$ cat src/rtl/uart_rx_if.sv
// Serial receive bundle: raw line and enable in, received byte and
// one-cycle status pulses out.
// master: the receiver (samples uart_rxd/uart_rx_en, drives results).
// slave:  the line driver / consumer of received data.
interface uart_rx_if #(
  parameter int PAYLOAD_BITS = 8
);
  logic                    uart_rxd;
  logic                    uart_rx_en;
  logic                    uart_rx_valid;
  logic [PAYLOAD_BITS-1:0] uart_rx_data;
  logic                    uart_rx_frame_err;
  logic                    uart_rx_break;

  modport master (
    input  uart_rxd,
    input  uart_rx_en,
    output uart_rx_valid,
    output uart_rx_data,
    output uart_rx_frame_err,
    output uart_rx_break
  );

  modport slave (
    output uart_rxd,
    output uart_rx_en,
    input  uart_rx_valid,
    input  uart_rx_data,
    input  uart_rx_frame_err,
    input  uart_rx_break
  );
endinterface

$ cat src/rtl/uart_rx.sv
// UART receiver: 2-flop synchronised line, mid-bit sampling, LSB first, one stop bit.
// Latency: status pulse 1 cycle after the stop-bit sample (~2+HALF_BIT+(PAYLOAD_BITS+1)*CYCLES_PER_BIT+1 from pin edge).
// Backpressure: none; a pulse is emitted once per frame and uart_rx_data holds until the next good frame.
// Ports: clk (rising edge), reset (synchronous, active high),
//        rx (uart_rx_if.master): uart_rxd/uart_rx_en in; uart_rx_valid, uart_rx_data,
//        uart_rx_frame_err, uart_rx_break out.
module uart_rx #(
  parameter int CLK_HZ       = 50000000,
  parameter int BIT_RATE     = 9600,
  parameter int PAYLOAD_BITS = 8
) (
  input  logic      clk,
  input  logic      reset,
  uart_rx_if.master rx
);

  localparam int CYCLES_PER_BIT = CLK_HZ / BIT_RATE;
  localparam int HALF_BIT       = CYCLES_PER_BIT / 2;
  localparam int CNT_W          = $clog2(CYCLES_PER_BIT + 1);
  localparam int IDX_W          = $clog2(PAYLOAD_BITS + 1);

  localparam logic [CNT_W-1:0] CNT_HALF = CNT_W'(HALF_BIT - 1);
  localparam logic [CNT_W-1:0] CNT_FULL = CNT_W'(CYCLES_PER_BIT - 1);
  localparam logic [IDX_W-1:0] IDX_LAST = IDX_W'(PAYLOAD_BITS - 1);

  typedef enum logic [1:0] {
    IDLE,
    START,
    RECV,
    STOP
  } state_t;

  state_t                  state;
  logic [CNT_W-1:0]        cnt;
  logic [IDX_W-1:0]        idx;
  logic [PAYLOAD_BITS-1:0] shreg;

  // rxd_m is the metastability flop; rxd_s is the usable value and
  // rxd_p its one-cycle-old copy for edge detection. All reset to idle-high
  // so a reset never looks like a falling edge by itself.
  logic rxd_m;
  logic rxd_s;
  logic rxd_p;

  always_ff @(posedge clk) begin
    if (reset) begin
      rxd_m <= 1'b1;
      rxd_s <= 1'b1;
      rxd_p <= 1'b1;
    end else begin
      rxd_m <= rx.uart_rxd;
      rxd_s <= rxd_m;
      rxd_p <= rxd_s;
    end
  end

  always_ff @(posedge clk) begin
    if (reset) begin
      state                <= IDLE;
      cnt                  <= '0;
      idx                  <= '0;
      shreg                <= '0;
      rx.uart_rx_data      <= '0;
      rx.uart_rx_valid     <= 1'b0;
      rx.uart_rx_frame_err <= 1'b0;
      rx.uart_rx_break     <= 1'b0;
    end else begin
      // Status outputs are single-cycle pulses.
      rx.uart_rx_valid     <= 1'b0;
      rx.uart_rx_frame_err <= 1'b0;
      rx.uart_rx_break     <= 1'b0;

      if (state != IDLE && !rx.uart_rx_en) begin
        // Enable dropped mid-frame: abandon silently.
        state <= IDLE;
        cnt   <= '0;
        idx   <= '0;
      end else begin
        case (state)
          IDLE: begin
            cnt <= '0;
            idx <= '0;
            // Only a genuine high-to-low transition starts a frame, so a
            // line stuck low after a break cannot retrigger.
            if (rx.uart_rx_en && rxd_p && !rxd_s) begin
              state <= START;
            end
          end

          START: begin
            if (cnt == CNT_HALF) begin
              cnt <= '0;
              idx <= '0;
              // Re-check at mid start bit to reject short glitches.
              state <= rxd_s ? IDLE : RECV;
            end else begin
              cnt <= cnt + 1'b1;
            end
          end

          RECV: begin
            if (cnt == CNT_FULL) begin
              cnt <= '0;
              // Shift right so the first (LSB) bit ends up in bit 0.
              if (PAYLOAD_BITS > 1) begin
                shreg <= {rxd_s, shreg[PAYLOAD_BITS-1:1]};
              end else begin
                shreg <= PAYLOAD_BITS'(rxd_s);
              end
              if (idx == IDX_LAST) begin
                idx   <= '0;
                state <= STOP;
              end else begin
                idx <= idx + 1'b1;
              end
            end else begin
              cnt <= cnt + 1'b1;
            end
          end

          STOP: begin
            if (cnt == CNT_FULL) begin
              cnt   <= '0;
              state <= IDLE;
              if (rxd_s) begin
                rx.uart_rx_valid <= 1'b1;
                rx.uart_rx_data  <= shreg;
              end else if (shreg == '0) begin
                rx.uart_rx_break <= 1'b1;
              end else begin
                rx.uart_rx_frame_err <= 1'b1;
              end
            end else begin
              cnt <= cnt + 1'b1;
            end
          end

          default: begin
            state <= IDLE;
            cnt   <= '0;
            idx   <= '0;
          end
        endcase
      end
    end
  end

endmodule

$ cat src/flat_wrapper.sv
// flat-port wrapper written by rule: the top's interface ports become plain ports
module uart_rx_flat 
#(
  parameter int CLK_HZ       = 50000000,
  parameter int BIT_RATE     = 9600,
  parameter int PAYLOAD_BITS = 8
)
  (clk, reset, rx_uart_rxd, rx_uart_rx_en, rx_uart_rx_valid, rx_uart_rx_data, rx_uart_rx_frame_err, rx_uart_rx_break);
  uart_rx_if #(.PAYLOAD_BITS(PAYLOAD_BITS)) rx_i ();
  input  logic clk;
  input  logic reset;
  input wire logic [$bits(rx_i.uart_rxd)-1:0] rx_uart_rxd;
  input wire logic [$bits(rx_i.uart_rx_en)-1:0] rx_uart_rx_en;
  output wire logic [$bits(rx_i.uart_rx_valid)-1:0] rx_uart_rx_valid;
  output wire logic [$bits(rx_i.uart_rx_data)-1:0] rx_uart_rx_data;
  output wire logic [$bits(rx_i.uart_rx_frame_err)-1:0] rx_uart_rx_frame_err;
  output wire logic [$bits(rx_i.uart_rx_break)-1:0] rx_uart_rx_break;
  assign rx_i.uart_rxd = rx_uart_rxd;
  assign rx_i.uart_rx_en = rx_uart_rx_en;
  assign rx_uart_rx_valid = rx_i.uart_rx_valid;
  assign rx_uart_rx_data = rx_i.uart_rx_data;
  assign rx_uart_rx_frame_err = rx_i.uart_rx_frame_err;
  assign rx_uart_rx_break = rx_i.uart_rx_break;
  uart_rx #(.CLK_HZ(CLK_HZ), .BIT_RATE(BIT_RATE), .PAYLOAD_BITS(PAYLOAD_BITS)) u_core (.clk(clk), .reset(reset), .rx(rx_i));
endmodule
$ cat config.mk
export PLATFORM = sky130hd
export DESIGN_NAME = uart_rx_flat
export DESIGN_NICKNAME = d
export VERILOG_FILES = /design/src/rtl/uart_rx_if.sv /design/src/rtl/uart_rx.sv /design/src/flat_wrapper.sv
export SDC_FILE = /design/constraint.sdc
export NUM_CORES = 1
export LEC_CHECK = 0
export CORE_ASPECT_RATIO = 0.5
export CORE_MARGIN = 1.5
export CORE_UTILIZATION = 30
export CTS_BUF_LIST = sky130_fd_sc_hd__clkbuf_2
export CTS_CLUSTER_SIZE = 30
export DETAILED_ROUTE_END_ITERATION = 16
export GPL_ROUTABILITY_DRIVEN = 1
export GPL_TIMING_DRIVEN = 0
export PLACE_DENSITY = 0.53
export SYNTH_ARGS = -nofsm -noshare
export SYNTH_HDL_FRONTEND = slang
export SYNTH_SLANG_ARGS = --single-unit
$ cat constraint.sdc
create_clock -name clk -period 2.7 [get_ports clk]
set_input_delay 0.27 -clock clk [delete_from_list [all_inputs] [get_ports clk]]
set_output_delay 0.27 -clock clk [all_outputs]
set_load 0.005 [all_outputs]
==> reports/results.ini <==
[status]
outcome = finished, final reports clean

[finish]
n_antenna_cell = 0
multiInputGateArea_sq_um = 973
seqCellArea_sq_um = 821
n_fill_cell = 615
area_delta_synth_final_pct = 16.7
fin_util = 0.362
drive_gt1_frac = 0.106
finalNetCount = 221

[yosys]
synth_edf_count = 0
ys_ff_latch = 41
netlist_instances = 194
yosysSeqAreaShare = 0.437
synth_xor_area_frac = 0.0513
syn_area_per_cell_sq_um = 9.68
yosysTopAreaCell = dfxtp_1
yosysWarnings = 0
synth_compound_area_frac = 0.0839
ys.flop_type = dfxtp_1
post-synth-top-count-cell = dfxtp_1
yosysTopAreaCellShare = 0.437
synthSimpleGateAreaFrac = 0.279
synth_common_cells = dfxtp_1 (41), nor2_1 (20), nand2b_1 (18), mux2i_1 (17), nand2_1 (12)
async_reset_ff_frac = 0
synth_top_family_by_area = simple AND/OR/NAND/NOR gates
synthTopCellsByArea = dfxtp_1 (44%), mux2i_1 (9.1%), nand2b_1 (6.0%)
synth_mux_area_frac = 0.0906
synthAdderAreaFrac = 0.0133
synth_cell_types = 42
syn_nets = 200
syn-cell-area_sq_um = 1880

[timing]
final-hold-violation-count = 0
fmax_mhz = 536
fin_crit_ps = 1870
relSlewSlack = 0.649
final.period_utilization = 0.691
drv_slew = 0
worstMarginPinSlew_ps = 526
rsz0062_at_grt = no
hold_ws_ps = 437
fin_worst_skew_ps = 17.3
tns_ps = 0
setup_viol_count_final = 0

[place]
port_buffers = 14
dp_hpwl_mm = 2.59
place_congestion = 0.774

[route]
drt-initial-drc-count = 101
wl_per_cell_microns = 11.6
first_pass_iters = 4
viasPerCell = 4.61
route.detailed.drc = 0
vias = 1400
wl_mm = 3.54
ant_nets = 0

[die]
fp-row-count = 20
pin_count = 15
initial_utilization = 0.310
fp.dieArea_sq_um = 6770
die_h_microns = 58.9
core_sq_um = 6060
die_w_microns = 115

[worst_hold_path]
hold_end = u_core.rxd_s
min_from = u_core.rxd_m
holdPathStages = 1
min_path_type = flop to flop

[clock_network]
h-tree-depth = 2
cts_buffer_depth = 2
cts-root-buf = clkbuf_2
clock_latency_ps = 380
cts_resized = 0
cts_tree = done
cts_buffers = 5
post_cts_buffers = 0
ctsHoldBuffers = 0
cts.sinks = 41
clkTransAtPathRegs_ps = 200

[critical_path]
worst_ep_required_time_ps = 3020
rr_worst_depth = 6
reg2reg_slack_ps = 830
r2r-end = u_core.cnt[10]
arrival_ps = 2190
end_kind = flop
worstSetupPathType = flop to flop
crit_fanout = 10
cp-start-kind = flop
crit_start = u_core.cnt[0]
worstReg2RegStart = u_core.cnt[0]

[global_route]
grt_max_degree = 13
grt_usage = 0.116
antenna_found_initial = 0
grt-ovfl-total = 0
grt_pass1_wl_mm = 6.27
grt_pass1_vias = 1383

[pwr]
leakage_nw = 0.805
ir_drop_mv = 0.195
power_density_nw_per_um2 = 451
power_uw = 989

[flow_run]
max-cap-violations = 0

[routing by layer]
metal / vias up / share of wire / GRT usage / routed length [microns]
li1: 719 / - / - / -
met1: 647 / 0.49 / 0.143 / 1750
met2: 32 / 0.46 / 0.205 / 1620
met3: 2 / 0.043 / 0.0309 / 151
met4: 0 / 0.0065 / 0.0335 / 23
met5: - / 0 / 0 / 0
[critical path: stages, from the launching register on]
cell and delay [ps]:
dfxtp_1 370, ha_1 260, and4b_1 250, a311oi_2 460, o21ai_2 190, buf_6 180, nor2_1 110
[per-stage QoR]
stage | instance area, sq um | setup WS [ps] | std cells
6_report | 2190 | 834 | 304
5_1_grt | 2190 | 719 | 304
4_1_cts | 2190 | 812 | 304
3_5_place_dp | 2130 | 817 | 296
3_3_place_gp | 2130 | 810 | 296
2_1_floorplan | 1880 | 1130 | 194
[power breakdown]
part | total (mW) | switching [mW] | internal [mW]
Clock | 0.353 | 0.195 | 0.158
Sequential | 0.610 | 0.00153 | 0.609
Combinational | 0.0252 | 0.0125 | 0.0127
Total | 0.989 | 0.209 | 0.779
[sequential cells by signal, summed over array words and instances, names as in the netlist, 4 cells and up, named ones only]
register and cells:
u_core.cnt 13, u_core.rx.uart_rx_data 8, u_core.shreg 8, u_core.idx 4
[final cells by class]
class / count / area share
inverter: 3 / 0.00514
multi-input combinational: 140 / 0.444
buffer: 10 / 0.0331
sequential: 41 / 0.374
timing repair buffer: 14 / 0.0639
clock buffer: 6 / 0.0137
tap: 88 / 0.0502
clock inverter: 2 / 0.0154
[cells in the final DEF (no fill, tap or decap), types with 2 or more instances in the layout]
master | netlist | final
dfxtp_1 | 41 | 41
nor2_1 | 20 | 20
nand2b_1 | 18 | 18
mux2i_1 | 17 | 17
clkdlybuf4s50_1 | 0 | 14
nand2_1 | 12 | 12
nand4_1 | 6 | 6
xor2_1 | 6 | 6
clkbuf_2 | 0 | 6
nand3_1 | 5 | 5
xnor2_1 | 5 | 5
clkbuf_1 | 4 | 4
buf_6 | 4 | 4
and4_1 | 4 | 4
a21oi_1 | 4 | 4
nor2b_1 | 3 | 3
nor4b_1 | 3 | 3
inv_1 | 3 | 3
o21ai_0 | 3 | 3
o211ai_1 | 3 | 3
or2_2 | 3 | 3
and2_1 | 2 | 2
and3_1 | 2 | 2
nand3_2 | 2 | 2
nor3_1 | 2 | 2
o31ai_1 | 2 | 2
nor4_1 | 2 | 2
ha_1 | 2 | 2
[cell families (layout without fill, tap and decap cells)]
logic type / after synthesis / after routing
AO/OA/AOI/OAI: 21 / 21
XOR/XNOR: 11 / 11
adder cells (fa/ha/maj): 2 / 2
buffers and inverters: 13 / 35
flip-flops: 41 / 41
multiplexers: 17 / 17
AND/OR/NAND/NOR: 89 / 89
[how the worst max path moves through the flow]
stage	slack, ps	end	cells past startpoint
after floorplan	1130	u_core.cnt[11]	6
after global placement	810	u_core.rx.uart_rx_frame_err	6
after detailed placement	820	u_core.rx.uart_rx_frame_err	6
after CTS	810	u_core.cnt[10]	6
after global routing	720	u_core.cnt[7]	6
final	830	u_core.cnt[10]	6
(Power assumes the default switching activity.)
==> edit 1, RTL diff (same settings) <==
Make the reset (`reset`) asynchronous in 2 clocked blocks.
--- a/src/rtl/uart_rx.sv
+++ b/src/rtl/uart_rx.sv
@@ -42,7 +42,7 @@
   logic rxd_s;
   logic rxd_p;
 
-  always_ff @(posedge clk) begin
+  always_ff @(posedge clk or posedge reset) begin
     if (reset) begin
       rxd_m <= 1'b1;
       rxd_s <= 1'b1;
@@ -54,7 +54,7 @@
     end
   end
 
-  always_ff @(posedge clk) begin
+  always_ff @(posedge clk or posedge reset) begin
     if (reset) begin
       state                <= IDLE;
       cnt                  <= '0;
Function: same outputs for any inputs over 10 cycles, from zero or initial values and one cycle with reset high; that may be too few to reach the edited logic, so the function may still have changed.
==> edit 1 against the unedited design <==
Synthesized area is 2.9% lower; sequential cell count unchanged; clock skew rose by 15 ps; power is 3.4% higher; routed wire length shrank 12%; core utilization grew 1.2 points; design area fell by 3.1%; worst setup slack worse by 190 ps; synthesized cell count decreased by 20%; largest cell class is now registers; largest power group unchanged; highest routed layer unchanged.
==> edit 1: results (changes against the unedited design) <==
WHS Endpoint - u_core.rxd_m$_DFF_PP1_
Ant. Diodes - 0 (unchanged)
Arr. time, crit path - 2360 ps (+170 ps)
worst-case clock buffer depth - 2 (unchanged)
post-synth net total - 161 (-20%)
worst flop-to-flop path startpoint - u_core.cnt[0]$_DFF_PP0_
worst hold path class - in -> reg
global-route met2 utilization - 0.177 (-0.0283)
routed len/inst - 12.5 um (+7.1%)
P_leak - 0.913 nW (+13%)
GP Congestion - 0.789 (+1.8%)
Max Fanout on Critical Path - 9 (-1)
hold path cells - 1 (unchanged)
CTS Buf Count - 5 (unchanged)
met1 usage - 0.140 (-0.00254)
Post-CTS Setup Bufs - 0 (unchanged)
CP top delay family - simple AND/OR/NAND/NOR gates
PortBufs - 14 (unchanged)
DRC Markers - 0 (unchanged)
Syn. warnings - 0 (unchanged)
H-tree Lvls - 2 (unchanged)
Post-Place Cell Area - 2060 sq um (-3.4%)
WHS - 240 ps (-196 ps)
sequential area share after synthesis - 0.564 (+0.127)
nets@finish - 182 (-18%)
Worst Max-Slew Pin Slew - 836 ps (+310 ps)
Reg2Reg Setup Slack - 640 ps (-190 ps)
vias in the first global route - 1230 (-11%)
DR vias/cell - 4.81 (+4.4%)
Max stage delay on crit path - 470 ps
VDD IR max - 0.220 mV (+12%)
FFs w/ async S/R, synth - 1.00 (+1.00)
Clock Latency Late Sink - 390 ps
Layout Skew - 32.3 ps (+14.9 ps)
GR met3 Demand/Resource - 0.0282 (-0.00265)
Cell variety after synth - 35 (-17%)
HPWL after DPL - 2120 um (-18%)
router iterations before antenna repair - 4 (unchanged)
Main synth FF type - dfrtp_1
Synth top cells by count - dfrtp_1, nor2_1, mux2_2
R2R depth - 5 (-1)
CTS-repair resized insts - 0 (unchanged)
initial antenna violation count - 0 (unchanged)
Synth area leaders - dfrtp_1, mux2_2, dfstp_2, nor2_1, xnor2_1
fraction of layout cells with a size suffix above 1 - 0.198 (+0.0913)
clock root cell - clkbuf_2
status - finished, final reports clean
fillers - 546 (-11%)
first-pass GRT wire length - 5580 um (-11%)
gr usage total - 0.109 (-0.00776)
initial drt markers - 74 (-27%)
Largest regs - u_core.cnt x13, u_core.rx.uart_rx_data x8, u_core.shreg x8
Reg clk slew, reported paths - 230 ps (+30 ps)
number of hold buffers added after cts - 0 (unchanged)
max cap viols - 0 (unchanged)
Hold Startpoint - rx_uart_rxd
RR Endpoint - u_core.shreg[2]$_DFFE_PP0P_
Crit-path slowest cell - nor3_4
nature of the critical path startpoint - flop
largest net degree at the start of global routing - 42 (+29)
[edit 1: changes by cell type in the layout (fill, tap and decap cells not counted), sizes merged, moves of 4 or more]
cell	change
dfxtp	-41
dfrtp	+38
nand2b	-18
mux2	+16
mux2i	-16
buf	-5
and4	-4
nor4b	-4
[edit 1: per-layer routing]
layer,vias to the layer above,share of wire
met4,0,0.013
met2,18,0.44
met3,4,0.031
met5,-,0
met1,591,0.51
li1,589,-
[edit 1: cells by family (layout without fill, tap and decap cells)]
kind of cell	Yosys count	count (layout)	share of synthesized area
buffers and inverters	5	27	0.0110
AO/OA/AOI/OAI	14	14	0.0569
adder cells (fa/ha/maj)	2	2	0.0137
XOR/XNOR	12	12	0.0576
flip-flops	41	41	0.564
AND/OR/NAND/NOR	64	64	0.192
multiplexers	17	17	0.104
[edit 1: worst max path at each step]
stage / to / slack [ps] / cells past startpoint
2_1_floorplan: u_core.shreg[0]$_DFFE_PP0P_ / 870 / 5
3_3_place_gp: u_core.rx.uart_rx_data[7]$_DFFE_PP0P_ / 410 / 5
3_5_place_dp: u_core.rx.uart_rx_data[3]$_DFFE_PP0P_ / 410 / 5
4_1_cts: u_core.rx.uart_rx_data[3]$_DFFE_PP0P_ / 620 / 5
5_1_grt: u_core.rx.uart_rx_data[3]$_DFFE_PP0P_ / 540 / 5
6_report: u_core.shreg[2]$_DFFE_PP0P_ / 640 / 5
[edit 1: final cells by class]
class                      instances  area (sq um)  share of cell area
buffer                             2          8.76             0.00412
clock buffer                       6          30.0              0.0141
clock inverter                     2          38.8              0.0183
inverter                           3          11.3             0.00530
multi-input combinational        109           774               0.365
sequential                        41          1030               0.485
tap                               73          91.3              0.0430
timing repair buffer              14           140              0.0660
[edit 1: stage by stage]
| stage | std cells | setup slack [ps] | power (W) |
|---|---|---|---|
| 2_1_floorplan | 155 | 874 | 0.000657 |
| 3_3_place_gp | 242 | 413 | 0.000671 |
| 3_5_place_dp | 242 | 410 | 0.000672 |
| 4_1_cts | 250 | 618 | 0.00104 |
| 5_1_grt | 250 | 540 | 0.00107 |
| 6_report | 250 | 642 | 0.00102 |
[edit 1: where the power goes]
| part | total [W] | internal, W | switching, W |
|---|---|---|---|
| Clock | 0.000362 | 0.000163 | 0.000200 |
| Combinational | 0.0000350 | 0.00000986 | 0.0000251 |
| Sequential | 0.000625 | 0.000621 | 0.00000362 |
==> edit 2, RTL diff (same settings) <==
Made on the original files. `PAYLOAD_BITS` is set to 8 in 3 places; all go to 16.
--- a/src/rtl/uart_rx_if.sv
+++ b/src/rtl/uart_rx_if.sv
@@ -3,7 +3,7 @@
 // master: the receiver (samples uart_rxd/uart_rx_en, drives results).
 // slave:  the line driver / consumer of received data.
 interface uart_rx_if #(
-  parameter int PAYLOAD_BITS = 8
+  parameter int PAYLOAD_BITS = 16
 );
   logic                    uart_rxd;
   logic                    uart_rx_en;
--- a/src/rtl/uart_rx.sv
+++ b/src/rtl/uart_rx.sv
@@ -7,7 +7,7 @@
 module uart_rx #(
   parameter int CLK_HZ       = 50000000,
   parameter int BIT_RATE     = 9600,
-  parameter int PAYLOAD_BITS = 8
+  parameter int PAYLOAD_BITS = 16
 ) (
   input  logic      clk,
   input  logic      reset,
--- a/src/flat_wrapper.sv
+++ b/src/flat_wrapper.sv
@@ -3,7 +3,7 @@
 #(
   parameter int CLK_HZ       = 50000000,
   parameter int BIT_RATE     = 9600,
-  parameter int PAYLOAD_BITS = 8
+  parameter int PAYLOAD_BITS = 16
 )
   (clk, reset, rx_uart_rxd, rx_uart_rx_en, rx_uart_rx_valid, rx_uart_rx_data, rx_uart_rx_frame_err, rx_uart_rx_break);
   uart_rx_if #(.PAYLOAD_BITS(PAYLOAD_BITS)) rx_i ();
Ports: changed (resized rx_uart_rx_data); port bits go from 15 to 23. No check against the original RTL was run, so the function may have changed too.
==> edit 2 against the unedited design <==
Worst setup slack got worse by 350 ps; sequential cell count up 17; first-iteration DRC count is 56% higher; power grew 34%; synthesized area increased by 30%; sequential power increased by 41%; routed wire length is 49% higher; design area rose by 32%; critical path type unchanged; highest routed layer unchanged.
==> edit 2: results (changes against the unedited design) <==
Worst Max-Slew Pin Slew - 616 ps (+90.0 ps)
post-synth net total - 296 (+48%)
GP Congestion - 0.817 (+5.4%)
WHS Endpoint - u_core.rxd_m$_SDFF_PP1_
fin cells - 440 (+45%)
DR vias/cell - 4.61 (about the same)
R2R depth - 7 (+1)
HPWL after DPL - 3760 um (+45%)
met1 wire length - 2540 um (+45%)
GR met3 Demand/Resource - 0.0506 (+0.0197)
Cell variety after synth - 44 (+4.8%)
sequential share of power - 0.649 (+0.032)
VDD IR max - 0.127 mV (-35%)
CTS Buf Count - 9 (+4)
syn_area_per_cell - 8.43 sq um (-13%)
Largest regs - u_core.rx.uart_rx_data x16, u_core.shreg x16, u_core.cnt x13
nets@finish - 329 (+49%)
switching part of the total power - 0.256 (+0.0449)
sequential area share after synthesis - 0.475 (+0.0379)
clk pwr - 0.000431 W (+22%)
router iterations before antenna repair - 5 (+1)
WHS - 342 ps (-94.4 ps)
Hold Startpoint - rx_uart_rxd
first-pass GRT wire length - 9250 um (+48%)
PortBufs - 22 (+8)
fmax - 451 MHz (-16%)
clock network power share - 0.325 (-0.032)
H-tree Lvls - 3 (+1)
global-route met2 utilization - 0.230 (+0.0247)
P_leak - 0.874 nW (+8.6%)
initial drt markers - 158 (+56%)
Synth top cells by count - nand2_1, dfxtp_1, a21oi_1
status - finished, final reports clean
## edit 2: cells by family (layout without fill, tap and decap cells)
logic type               after synthesis  count (layout)  synth area share
AO/OA/AOI/OAI                         50              50             0.117
adder cells (fa/ha/maj)                2               2            0.0102
XOR/XNOR                              11              11            0.0394
buffers and inverters                 21              59            0.0491
AND/OR/NAND/NOR                      148             148             0.310
flip-flops                            58              58             0.475
## edit 2: critical path: stages, from the launching register on
cell	delay (ps)
dfxtp_1	340
buf_6	130
or4_4	470
buf_6	150
o31a_2	360
a21oi_1	270
buf_2	290
nor3_1	70
## edit 2: area by class of cell
| type | count | area [sq um] |
|---|---|---|
| sequential | 58 | 1160 |
| buffer | 18 | 109 |
| clock inverter | 6 | 33.8 |
| inverter | 3 | 11.3 |
| clock buffer | 10 | 50.0 |
| fill | 869 | 5050 |
| timing repair buffer | 22 | 220 |
| tap | 112 | 140 |
| multi-input combinational | 211 | 1160 |
